[config.mk]
export PLATFORM = sky130hd
export DESIGN_NAME = quad_encoder_counter
export DESIGN_NICKNAME = d
export VERILOG_FILES = /design/src/rtl/quad_encoder_counter.sv
export SDC_FILE = /design/constraint.sdc
export NUM_CORES = 1
export LEC_CHECK = 0
export ABC_AREA = 0
export ABC_CLOCK_PERIOD_IN_PS = 8300
export CAP_MARGIN = 30
export CORE_MARGIN = 1.5
export CORE_UTILIZATION = 45
export DETAILED_ROUTE_END_ITERATION = 6
export RECOVER_POWER = 100
export SYNTH_ARGS = -nofsm -noshare
export SYNTH_HDL_FRONTEND = slang
export SYNTH_SLANG_ARGS = --single-unit
[constraint.sdc]
create_clock -name clk -period 8.3 [get_ports clk]
set_clock_uncertainty 0.05 [all_clocks]
set_input_delay 0.83 -clock clk [delete_from_list [all_inputs] [get_ports clk]]
set_output_delay 0.83 -clock clk [all_outputs]
set_load 0.02 [all_outputs]
[src/rtl/quad_encoder_counter.sv]
// Quadrature encoder: sync + glitch filter, 4x decode, windowed velocity.
// Define ENC_ERR_DETECT_EN to latch illegal AB jumps on err.
module quad_encoder_counter #(
  parameter int FILT_LEN = 3,
  parameter int WINDOW   = 50000
) (
  input  logic               clk,
  input  logic               rst,
  input  logic               encoder_a,
  input  logic               encoder_b,
  input  logic               pos_clear,
  output logic signed [15:0] position,
  output logic signed [15:0] velocity,
  output logic               vel_valid,
  output logic               dir,
  output logic               err
);
  localparam int WW = $clog2(WINDOW);
  localparam int AW = 22;
  localparam logic [WW-1:0] WLAST = WW'(WINDOW - 1);
  localparam logic [3:0] FL = 4'(FILT_LEN);

  // bit 1 = A, bit 0 = B throughout
  logic [1:0] s1_q, s1_d, s2_q, s2_d, sv_q, sv_d;
  logic [1:0] cand_q, cand_d, filt_q, filt_d;
  logic [1:0] fok_q, fok_d, prev_q, prev_d;
  logic [1:0][3:0] run_q, run_d;
  logic pok_q, pok_d, dec_en;
  logic signed [1:0] step, stp;
  logic signed [15:0] pos_q, pos_d, vel_q, vel_d;
  logic signed [AW-1:0] acc_q, acc_d, sum;
  logic [WW-1:0] win_q, win_d;
  logic vv_q, vv_d, dir_q, dir_d;

  always_comb begin
    s1_d   = {encoder_a, encoder_b};
    s2_d   = s1_q;
    sv_d   = {sv_q[0], 1'b1};
    cand_d = cand_q;
    filt_d = filt_q;
    fok_d  = fok_q;
    run_d  = run_q;
    // sv_q[1] marks s2_q as holding a real pin sample
    if (sv_q[1]) begin
      for (int c = 0; c < 2; c++) begin
        cand_d[c] = s2_q[c];
        if (s2_q[c] != cand_q[c]) begin
          run_d[c] = 4'd1;
        end else if (run_q[c] != FL) begin
          run_d[c] = run_q[c] + 4'd1;
        end
        if (run_d[c] == FL) begin
          filt_d[c] = s2_q[c];
          fok_d[c]  = 1'b1;
        end
      end
    end
  end

  always_comb begin
    step = 2'sd0;
    case ({prev_q, filt_q})
      4'b0001, 4'b0111,
      4'b1110, 4'b1000: step = 2'sd1;
      4'b0010, 4'b1011,
      4'b1101, 4'b0100: step = -2'sd1;
      default:          step = 2'sd0;
    endcase
  end

  assign dec_en = pok_q & (&fok_q);
  assign stp    = dec_en ? step : 2'sd0;
  assign sum    = acc_q + AW'(stp);

  always_comb begin
    prev_d = prev_q;
    pok_d  = pok_q;
    if (&fok_q) begin
      prev_d = filt_q;
      pok_d  = 1'b1;
    end
    pos_d = pos_clear ? 16'sd0 : pos_q + 16'(stp);
    dir_d = (stp != 2'sd0) ? ~stp[1] : dir_q;
    vel_d = vel_q;
    vv_d  = 1'b0;
    if (win_q == WLAST) begin
      win_d = '0;
      acc_d = '0;
      vv_d  = 1'b1;
      if (sum > 22'sd32767) begin
        vel_d = 16'sh7fff;
      end else if (sum < -22'sd32768) begin
        vel_d = 16'sh8000;
      end else begin
        vel_d = sum[15:0];
      end
    end else begin
      win_d = win_q + WW'(1);
      acc_d = sum;
    end
  end

  always_ff @(posedge clk) begin
    if (rst) begin
      s1_q   <= '0;
      s2_q   <= '0;
      sv_q   <= '0;
      cand_q <= '0;
      filt_q <= '0;
      fok_q  <= '0;
      run_q  <= '0;
      prev_q <= '0;
      pok_q  <= 1'b0;
      pos_q  <= '0;
      vel_q  <= '0;
      acc_q  <= '0;
      win_q  <= '0;
      vv_q   <= 1'b0;
      dir_q  <= 1'b0;
    end else begin
      s1_q   <= s1_d;
      s2_q   <= s2_d;
      sv_q   <= sv_d;
      cand_q <= cand_d;
      filt_q <= filt_d;
      fok_q  <= fok_d;
      run_q  <= run_d;
      prev_q <= prev_d;
      pok_q  <= pok_d;
      pos_q  <= pos_d;
      vel_q  <= vel_d;
      acc_q  <= acc_d;
      win_q  <= win_d;
      vv_q   <= vv_d;
      dir_q  <= dir_d;
    end
  end

`ifdef ENC_ERR_DETECT_EN
  logic err_q, err_d, ill;
  assign ill   = dec_en && ((prev_q ^ filt_q) == 2'b11);
  assign err_d = err_q | ill;
  always_ff @(posedge clk) begin
    if (rst) err_q <= 1'b0;
    else     err_q <= err_d;
  end
  assign err = err_q;
`else
  assign err = 1'b0;
`endif

  assign position  = pos_q;
  assign velocity  = vel_q;
  assign vel_valid = vv_q;
  assign dir       = dir_q;
endmodule
# Word level (Yosys, flattened, before mapping)
# Memories as Yosys holds them, arrays and structs flattened.
# Index checks and enable logic that the tools add are counted.
# W data, S select, Z words.
totals:
  reg_bits: 95
  rom_bits: 32
  input_bits: 5
  word_cells: 53
  memories: 1
memory_table:
  columns: ["memory", "words", "word_bits", "rd", "rd_clocked_by_memory_dff", "wr", "line", "source"]
  rows:
  - ["(name not given)", 16, 2, 1, 0, 0, "62", "case ({prev_q, filt_q})"]
classes:
  n_addsub: 5
  order_cmp: 2
  n_eq_ne: 7
  n_mux: 11
  bitwise_logic: 2
  n_reduce_logical: 6
ops:
  columns: ["op", "count"]
  rows:
  - ["$mux W16", 2]
  - ["$mux W4", 6]
  - ["$add A22 B2 Y22", 1]
  - ["$gt A22 B16 Y1 const B", 1]
  - ["$lt A22 B16 Y1 const B", 1]
  - ["$add A16 B1 Y16 const B", 1]
  - ["$add A16 B2 Y16", 1]
  - ["$eq A16 B16 Y1 const B", 1]
  - ["$add A4 B1 Y4 const B", 2]
  - ["$eq A4 B2 Y1 const B", 2]
  - ["$ne A4 B2 Y1 const B", 2]
  - ["$reduce_and A2 Y1", 3]
  - ["$reduce_or A2 Y1", 2]
  - ["$mux W1", 2]
  - ["$mux W2", 1]
  - ["$ne A1 B1 Y1", 2]
  - ["$reduce_bool A2 Y1", 1]
  - ["$and A1 B1 Y1", 1]
  - ["$not A1 Y1", 1]

# Longest topological paths before layout
# Gate-level depths: netlist of run 1.
depth:
  depth_word: 7
  ltp_mapped: 17

# Worst setup path after synthesis of run 1
# OpenSTA, ideal clock, no wires.
synth_path:
  path_kind: "reg-to-reg"
  startpoint: "register filt_q[0]"
  endpoint: "register vel_q[9], in the netlist velocity[9]"
  setup_time_ns: 0.126
  arrival_time_ns: 4.267
  required_ns: 8.124
  path_slack_ns: 3.858
  path_stages_with_launch: 17
  n_path_buf: 1
  period_less_slack_ns: 4.442
  cell_sequence: "dfxtp_1 > inv_1 > ha_1 > mux4_2 > nand4_1 > inv_1 > fa_1 > a21oi_1 > o211ai_2 > a41o_2 > a211oi_4 > o31ai_2 > xnor2_2 > nand4_2 > o311ai_4 > buf_8 > o211ai_2"
synth_via:
  elab_chain_len: 6
synth_rtl:
  columns: ["item", "line", "source"]
  rows:
  - ["from (decl)", "25", "logic [1:0] cand_q, cand_d, filt_q, filt_d;"]
  - ["from (signal assigned)", "125", "filt_q <= filt_d;"]
  - ["$mem_v2 Z16 W2 (*)", null, null]
  - ["$mux W2 (*)", "72", "assign stp = dec_en ? step : 2'sd0;"]
  - ["$add A22 B2 Y22 (*)", "73", "assign sum = acc_q + AW'(stp);"]
  - ["$lt A22 B16 Y1", "92", "end else if (sum < -22'sd32768) begin"]
  - ["$mux W16", "92", null]
  - ["$mux W16 (*)", "90", "if (sum > 22'sd32767) begin"]
  - ["to (signal assigned)", "131", "vel_q <= vel_d;"]
  - ["to (decl)", "30", "logic signed [15:0] pos_q, pos_d, vel_q, vel_d;"]
# Every way passes the cells marked *; elsewhere a longest branch is shown, timed or not.
# A chain may end at the register's enable or synchronous reset.

# Worst setup path in the final report of run 1
layout_path:
  startpoint: "register filt_q[1]"
  endpoint: "register vel_q[5], in the netlist velocity[5]"
# The elaborated chain is that of the path after synthesis.

==> flow_summary.yaml, run 1 <==
setup_path:
  path_cells: "ha_1, mux4_2, nand4_1, inv_1, clkbuf_1, ha_1, a211oi_1, o31ai_1, o211ai_1, nand3_1, a21oi_1, xor2_1, nand4_2, o311ai_4, o211ai_1"
  cp.arrival_ns: 6.10
  cp_slowest_stage_delay_ns: 1.36
  cp_top_family: "compound AO/OA/AOI/OAI gates"
  startpoint_type: "flop"
  path_buf_inv: 2
  crit_type: "reg2reg"
  reg2reg_from: "filt_q[1]$_SDFFE_PP0P_"
  startpoint: "filt_q[1]$_SDFFE_PP0P_"
  critPathCaptureType: "flop"
  cp.required_ns: 8.42
  critPathSlowestCell: "clkbuf_1"
  cp_max_fo: 36
final_layout:
  syn_to_final_growth_pct: 12.3
  drive_above_1_share_pct: 5.41
  fillerInstances: 1014
  nNetsFinal: 655
  mostFrequentLayoutCells: "dfxtp_1, nor2_1, nand2_1"
  layout_commonest_cell: "dfxtp_1"
  antennaDiodeCount: 0
job:
  drv_cap: 1
global_routing:
  grt_max_degree: 37
  grt.overflow.total: 0
  grt_pass1_wl_mm: 17.5
  grtUsageTotal_pct: 18.5
  grt_pass1_vias: 3872
  antenna_found_initial: 0
yosys:
  ys_ff_latch: 95
  syn_area_per_cell_sq_um: 9.00
  synth_seq_area_share_pct: 37.1
  synth_area_sq_um: 5120
  synth_cell_type_count: 63
  synth-edff-count: 0
  postSynthNetCount: 619
  synth.yosys.warnings: 0
  synth_ff_type: "dfxtp_1"
  syn_inst: 569
  synthArstFlopShare_pct: 0
timing:
  setup_tns_ns: 0
  setup_viol: 0
  max_freq_mhz: 167
  finalCritPeriodShare_pct: 72.0
  timing.final.ws_setup_ns: 2.32
  hold_viol_final: 0
  finalMaxSlewViolations: 37
  rsz0062_at_grt: "false"
  period_needed_ns: 5.98
  worst_slew_pin_slew_ns: 1.88
  max_slew_margin_pct: -25.4
clock_tree:
  cts_root_buf: "clkbuf_16"
  cts-htree-levels: 3
  clk_path_buf_depth: 2
  post-cts-setup-buffer-count: 0
  cts_tree: "yes"
  numCtsBuffers: 9
  clock_latency_ns: 0.35
  clkSinkCount: 95
  hold_buffers: 0
  cts.clk_slew.worst_paths_ns: 0.07
  post_cts_resized: 0
status:
  violations: "max-capacitance violations, max-slew violations"
  status: "finished with violations"
drt:
  drc: 0
  dr.first_iter.drc_count: 253
  final_antenna_net_count: 0
  wl_met2_mm: 4.69
  m1WireLength_mm: 5.01
  via_count: 3990
  dr.pass1.iters: 5
  viasPerCell: 5.32
  highest_layer: "met4"
  wl_mm: 10.3
  wire_per_inst_microns: 13.7
  wl_met3_microns: 386
floorplan:
  die_w_microns: 110
  fp.dieH_microns: 110
  die_area_sq_um: 12000
  io_pins: 40
  row_count: 38
  start_util_pct: 46.6
  coreArea_sq_um: 11000
placed_design:
  finalWeightedCongestion: 0.836
  dpl.hpwl_mm: 7.18
  dp_slack_ns: 3.35
  numPortBuffers: 38
power:
  ir_worst_vdd_uv: 91.4
  leakage_uw: 0.00252
  pwr_density_cell_nw_per_um2: 151
min_path:
  min_path_type: "reg2reg"
  min_from: "s1_q[0]$_SDFF_PP0_"
where the power goes:
| part | switching, uW | internal (uW) |
|---|---|---|
| combinational | 14.6 | 8.51 |
| clock | 179 | 203 |
| sequential | 4.79 | 460 |
worst paths after layout:
path / end / slack [ns] / cells after the start
hold / removal: s2_q[0]$_SDFF_PP0_ / 0.39 / 1
setup / recovery: velocity[5]$_SDFFE_PP0P_ / 2.32 / 15
setup reg to reg: velocity[5]$_SDFFE_PP0P_ / 2.32 / 15
hold reg to reg: s2_q[0]$_SDFF_PP0_ / 0.39 / 1
metrics by stage:
stage,util (%),instance area [sq um],std cells,power [uW],hold slack [ns]
after floorplan,-,5120,569,493,0.364
after global placement,50.9,5590,734,498,0.372
after detailed placement,50.9,5590,734,499,0.372
after CTS,53.4,5860,750,884,0.389
after global routing,52.3,5750,750,905,0.416
final,52.3,5750,750,870,0.387
synth_stat cells, types with 3 or more instances:
master / n / share of area [%]
a211o_1: 3 / 0.51
o211ai_2: 13 / 3.2
clkbuf_1: 9 / 0.66
nand2_1: 55 / 4.0
nand3_1: 23 / 2.2
o21a_1: 3 / 0.44
dfxtp_1: 95 / 37
o21ai_0: 20 / 2.0
xnor2_1: 19 / 3.2
a21o_1: 16 / 2.3
nand4_1: 4 / 0.49
mux2i_1: 6 / 1.2
and2_1: 5 / 0.61
buf_6: 3 / 0.66
nor2_1: 79 / 5.8
and3_1: 8 / 0.98
nor3_1: 13 / 1.3
nand2b_1: 3 / 0.37
o211ai_1: 7 / 1.0
xnor2_2: 3 / 0.95
or2_2: 3 / 0.37
a21oi_1: 41 / 4.0
nor2b_1: 9 / 1.1
ha_1: 43 / 11
inv_1: 17 / 1.2
xor2_1: 24 / 4.1
layer usage:
layer  GRT usage, %  vias up
li1               -     2064
met1           23.3     1843
met2           30.7       67
met3           4.39       16
met4           6.96        0
met5              0        -
worst reg2reg max path, cell delays in order (launching register included):
cell      delay, ns
dfxtp_1        0.41
ha_1           0.18
mux4_2         0.22
nand4_1        0.25
inv_1          0.11
clkbuf_1       1.36
ha_1           0.50
a211oi_1       0.26
o31ai_1        0.18
o211ai_1       0.45
nand3_1        0.18
a21oi_1        0.23
xor2_1         0.34
nand4_2        0.17
o311ai_4       0.72
o211ai_1       0.20
state kept, by name (all words and copies together) (netlist names), 8 cells and up:
signal / flops
acc_q: 22
position: 16
run_q: 8
velocity: 16
win_q: 16
final cells by class:
cell class              instances  area, sq um  area share [%]
inverters                      17         63.8            1.11
multi-input cells             441         2940            51.2
clock inverters                 7         48.8           0.849
flip-flops and latches         95         1900            33.1
repair buffers                 41          392            6.81
clock buffers                   9          225            3.92
well taps                     140          175            3.05
cell families (layout without fill, tap and decap cells):
group | Yosys count | count (layout) | synth area share (%)
AOI/OAI and AO/OA | 127 | 127 | 18.4
xor gates and xnor gates | 47 | 47 | 8.84
adders and majority gates | 45 | 45 | 11.3
buffers and inverters | 33 | 74 | 3.37
DFF | 95 | 95 | 37.1
muxes | 7 | 7 | 1.61
other | 1 | 1 | 0.0732
and+or+nand+nor | 214 | 214 | 19.3
Power figures use the tool's default switching activity.
==> run 2, diff against run 1 <==
- ABC_CLOCK_PERIOD_IN_PS: 8300 -> 5920
- clock period: 8.3 -> 5.92 ns (I/O delays scaled with it)
==> flow_summary.yaml, run 2 (synthesis gave the netlist of run 1 again) <==
status:
  status: "complete, no violations"
timing:
  rsz0062_at_grt: "false"
  worst_slew_pin_slew_ns: 1.10
  finalCritPeriodShare_pct: 86.4
  hold_ws_ns: 0.395
  period_needed_ns: 5.11
  max_freq_mhz: 196
  setup_viol: 0
  setup_tns_ns: 0
  hold_viol_final: 0
  max_slew_margin_pct: 26.6
  finalMaxSlewViolations: 0
final_layout:
  drive_above_1_share_pct: 6.38
  antennaDiodeCount: 0
  largest_register: "acc_q"
  fin_util_pct: 53.4
  largest_reg_flops: 22
  nNetsFinal: 656
  fillerInstances: 1015
  fin_cells: 751
  syn_to_final_growth_pct: 14.5
  mostFrequentLayoutCells: "dfxtp_1, nor2_1, nand2_1"
  layout_commonest_cell: "dfxtp_1"
setup_path:
  cp_slowest_stage_delay_ns: 0.75
  cp.arrival_ns: 5.24
  reg2reg_to: "velocity[13]$_SDFFE_PP0P_"
  crit_type: "reg2reg"
  critPathCaptureType: "flop"
  cp_max_fo: 22
  path_cells: "inv_1, ha_1, mux4_2, nand4_1, inv_1, fa_1, a21oi_1, o211ai_1, a41o_2, a211oi_4, o31ai_1, xnor2_1, nand4_2, o311ai_4, o211ai_1"
  cp.required_ns: 6.05
  critPathSlowestCell: "o311ai_4"
  worst-r2r-setup-slack_ns: 0.81
  startpoint_type: "flop"
  reg2reg_from: "filt_q[0]$_SDFFE_PP0P_"
  ff2ff_path_depth: 15
clock_tree:
  cts_root_buf: "clkbuf_16"
  clock_latency_ns: 0.35
  cts.clk_slew.worst_paths_ns: 0.07
  clk_path_buf_depth: 2
  post-cts-setup-buffer-count: 0
  hold_buffers: 0
  post_cts_resized: 0
  numCtsBuffers: 9
  clkSinkCount: 95
  cts-htree-levels: 3
  cts_tree: "yes"
power:
  pwr_density_cell_nw_per_um2: 231
  leakage_uw: 0.00259
  power.total_uw: 1350
  ir_worst_vdd_uv: 106
drt:
  dr.first_iter.drc_count: 244
  wl_mm: 10.1
  dr.pass1.iters: 4
  via_count: 3960
  drc: 0
  viasPerCell: 5.27
  wire_per_inst_microns: 13.5
  final_antenna_net_count: 0
min_path:
  hold_depth: 1
  hold_end: "s2_q[0]$_SDFF_PP0_"
  min_path_type: "reg2reg"
  min_from: "s1_q[0]$_SDFF_PP0_"
placed_design:
  numPortBuffers: 38
  dpl.hpwl_mm: 7.25
  place_inst: 734
  finalWeightedCongestion: 0.799
global_routing:
  antenna_found_initial: 0
  grtUsageTotal_pct: 18.2
  grt_max_degree: 29
  grt.overflow.total: 0
  grt_pass1_vias: 3811
  grt_pass1_wl_mm: 17.1
floorplan:
  io_pins: 40
  coreArea_sq_um: 11000
  die_area_sq_um: 12000
  fp.dieH_microns: 110
  die_w_microns: 110
  start_util_pct: 46.6
  row_count: 38
job:
  drv_cap: 0
==> run 2: cell types whose count changed in the layout (fill, tap and decap cells not counted), sizes merged <==
cell	delta
buf	+1
bufinv	+3
inv	-1
clkinvlp	-1
clkinv	-1
==> run 2: power breakdown <==
part           leakage, uW  internal, uW  switching, uW
Clock             0.000158           413            254
Sequential        0.000768           645           6.68
Combinational      0.00166          12.0           20.4
Total              0.00259          1070            281
==> run 2: routing by layer <==
| layer | part of all wire (%) | up-vias | global-route usage [%] |
|---|---|---|---|
| met5 | 0 | - | 0 |
| met4 | 1.8 | 0 | 7.51 |
| met3 | 2.5 | 12 | 3.32 |
| met2 | 47 | 61 | 30.7 |
| met1 | 48 | 1814 | 22.7 |
| li1 | - | 2073 | - |
==> run 2: worst max path at each step <==
stage | from | to | slack, ns
2_1_floorplan | filt_q[0]$_SDFFE_PP0P_ | velocity[9]$_SDFFE_PP0P_ | 1.48
3_3_place_gp | filt_q[0]$_SDFFE_PP0P_ | velocity[12]$_SDFFE_PP0P_ | 0.91
6_report | filt_q[0]$_SDFFE_PP0P_ | velocity[13]$_SDFFE_PP0P_ | 0.81
3_5_place_dp | filt_q[0]$_SDFFE_PP0P_ | velocity[13]$_SDFFE_PP0P_ | 0.72
5_1_grt | filt_q[0]$_SDFFE_PP0P_ | velocity[11]$_SDFFE_PP0P_ | 0.35
4_1_cts | filt_q[0]$_SDFFE_PP0P_ | velocity[13]$_SDFFE_PP0P_ | 0.70
==> run 2: layout make-up <==
type / instances / area [sq um] / area share, %
Timing Repair Buffer: 42 / 399 / 6.81
Clock buffer: 9 / 225 / 3.84
Multi-Input combinational cell: 441 / 2980 / 50.8
Tap cell: 140 / 175 / 2.99
Inverter: 17 / 63.8 / 1.09
Sequential cell: 95 / 1900 / 32.4
Clock inverter: 7 / 121 / 2.07
==> run 2: metrics by stage <==
stage | setup slack, ns | instance area [sq um]
floorplan | 1.48 | 5120
global placement | 0.907 | 5590
detailed placement | 0.717 | 5590
CTS | 0.704 | 5940
global route | 0.349 | 5860
finish | 0.807 | 5860
==> run 2: worst max-delay path, delay by kind of cell, from the launching register on <==
kind,cells,cell delay [ns]
AND/OR/NAND/NOR,2,0.43
adder cells (fa/ha/maj),2,0.80
buffers and inverters,2,0.53
multiplexers,1,0.44
AO/OA/AOI/OAI,7,1.95
flip-flops,1,0.40
XOR/XNOR,1,0.33
==> run 3, diff against run 2 <==
- CTS_CLUSTER_SIZE: default -> 40
==> results of run 3 <==
No change in the layout: final DEF, timing and power equal those of run 2.
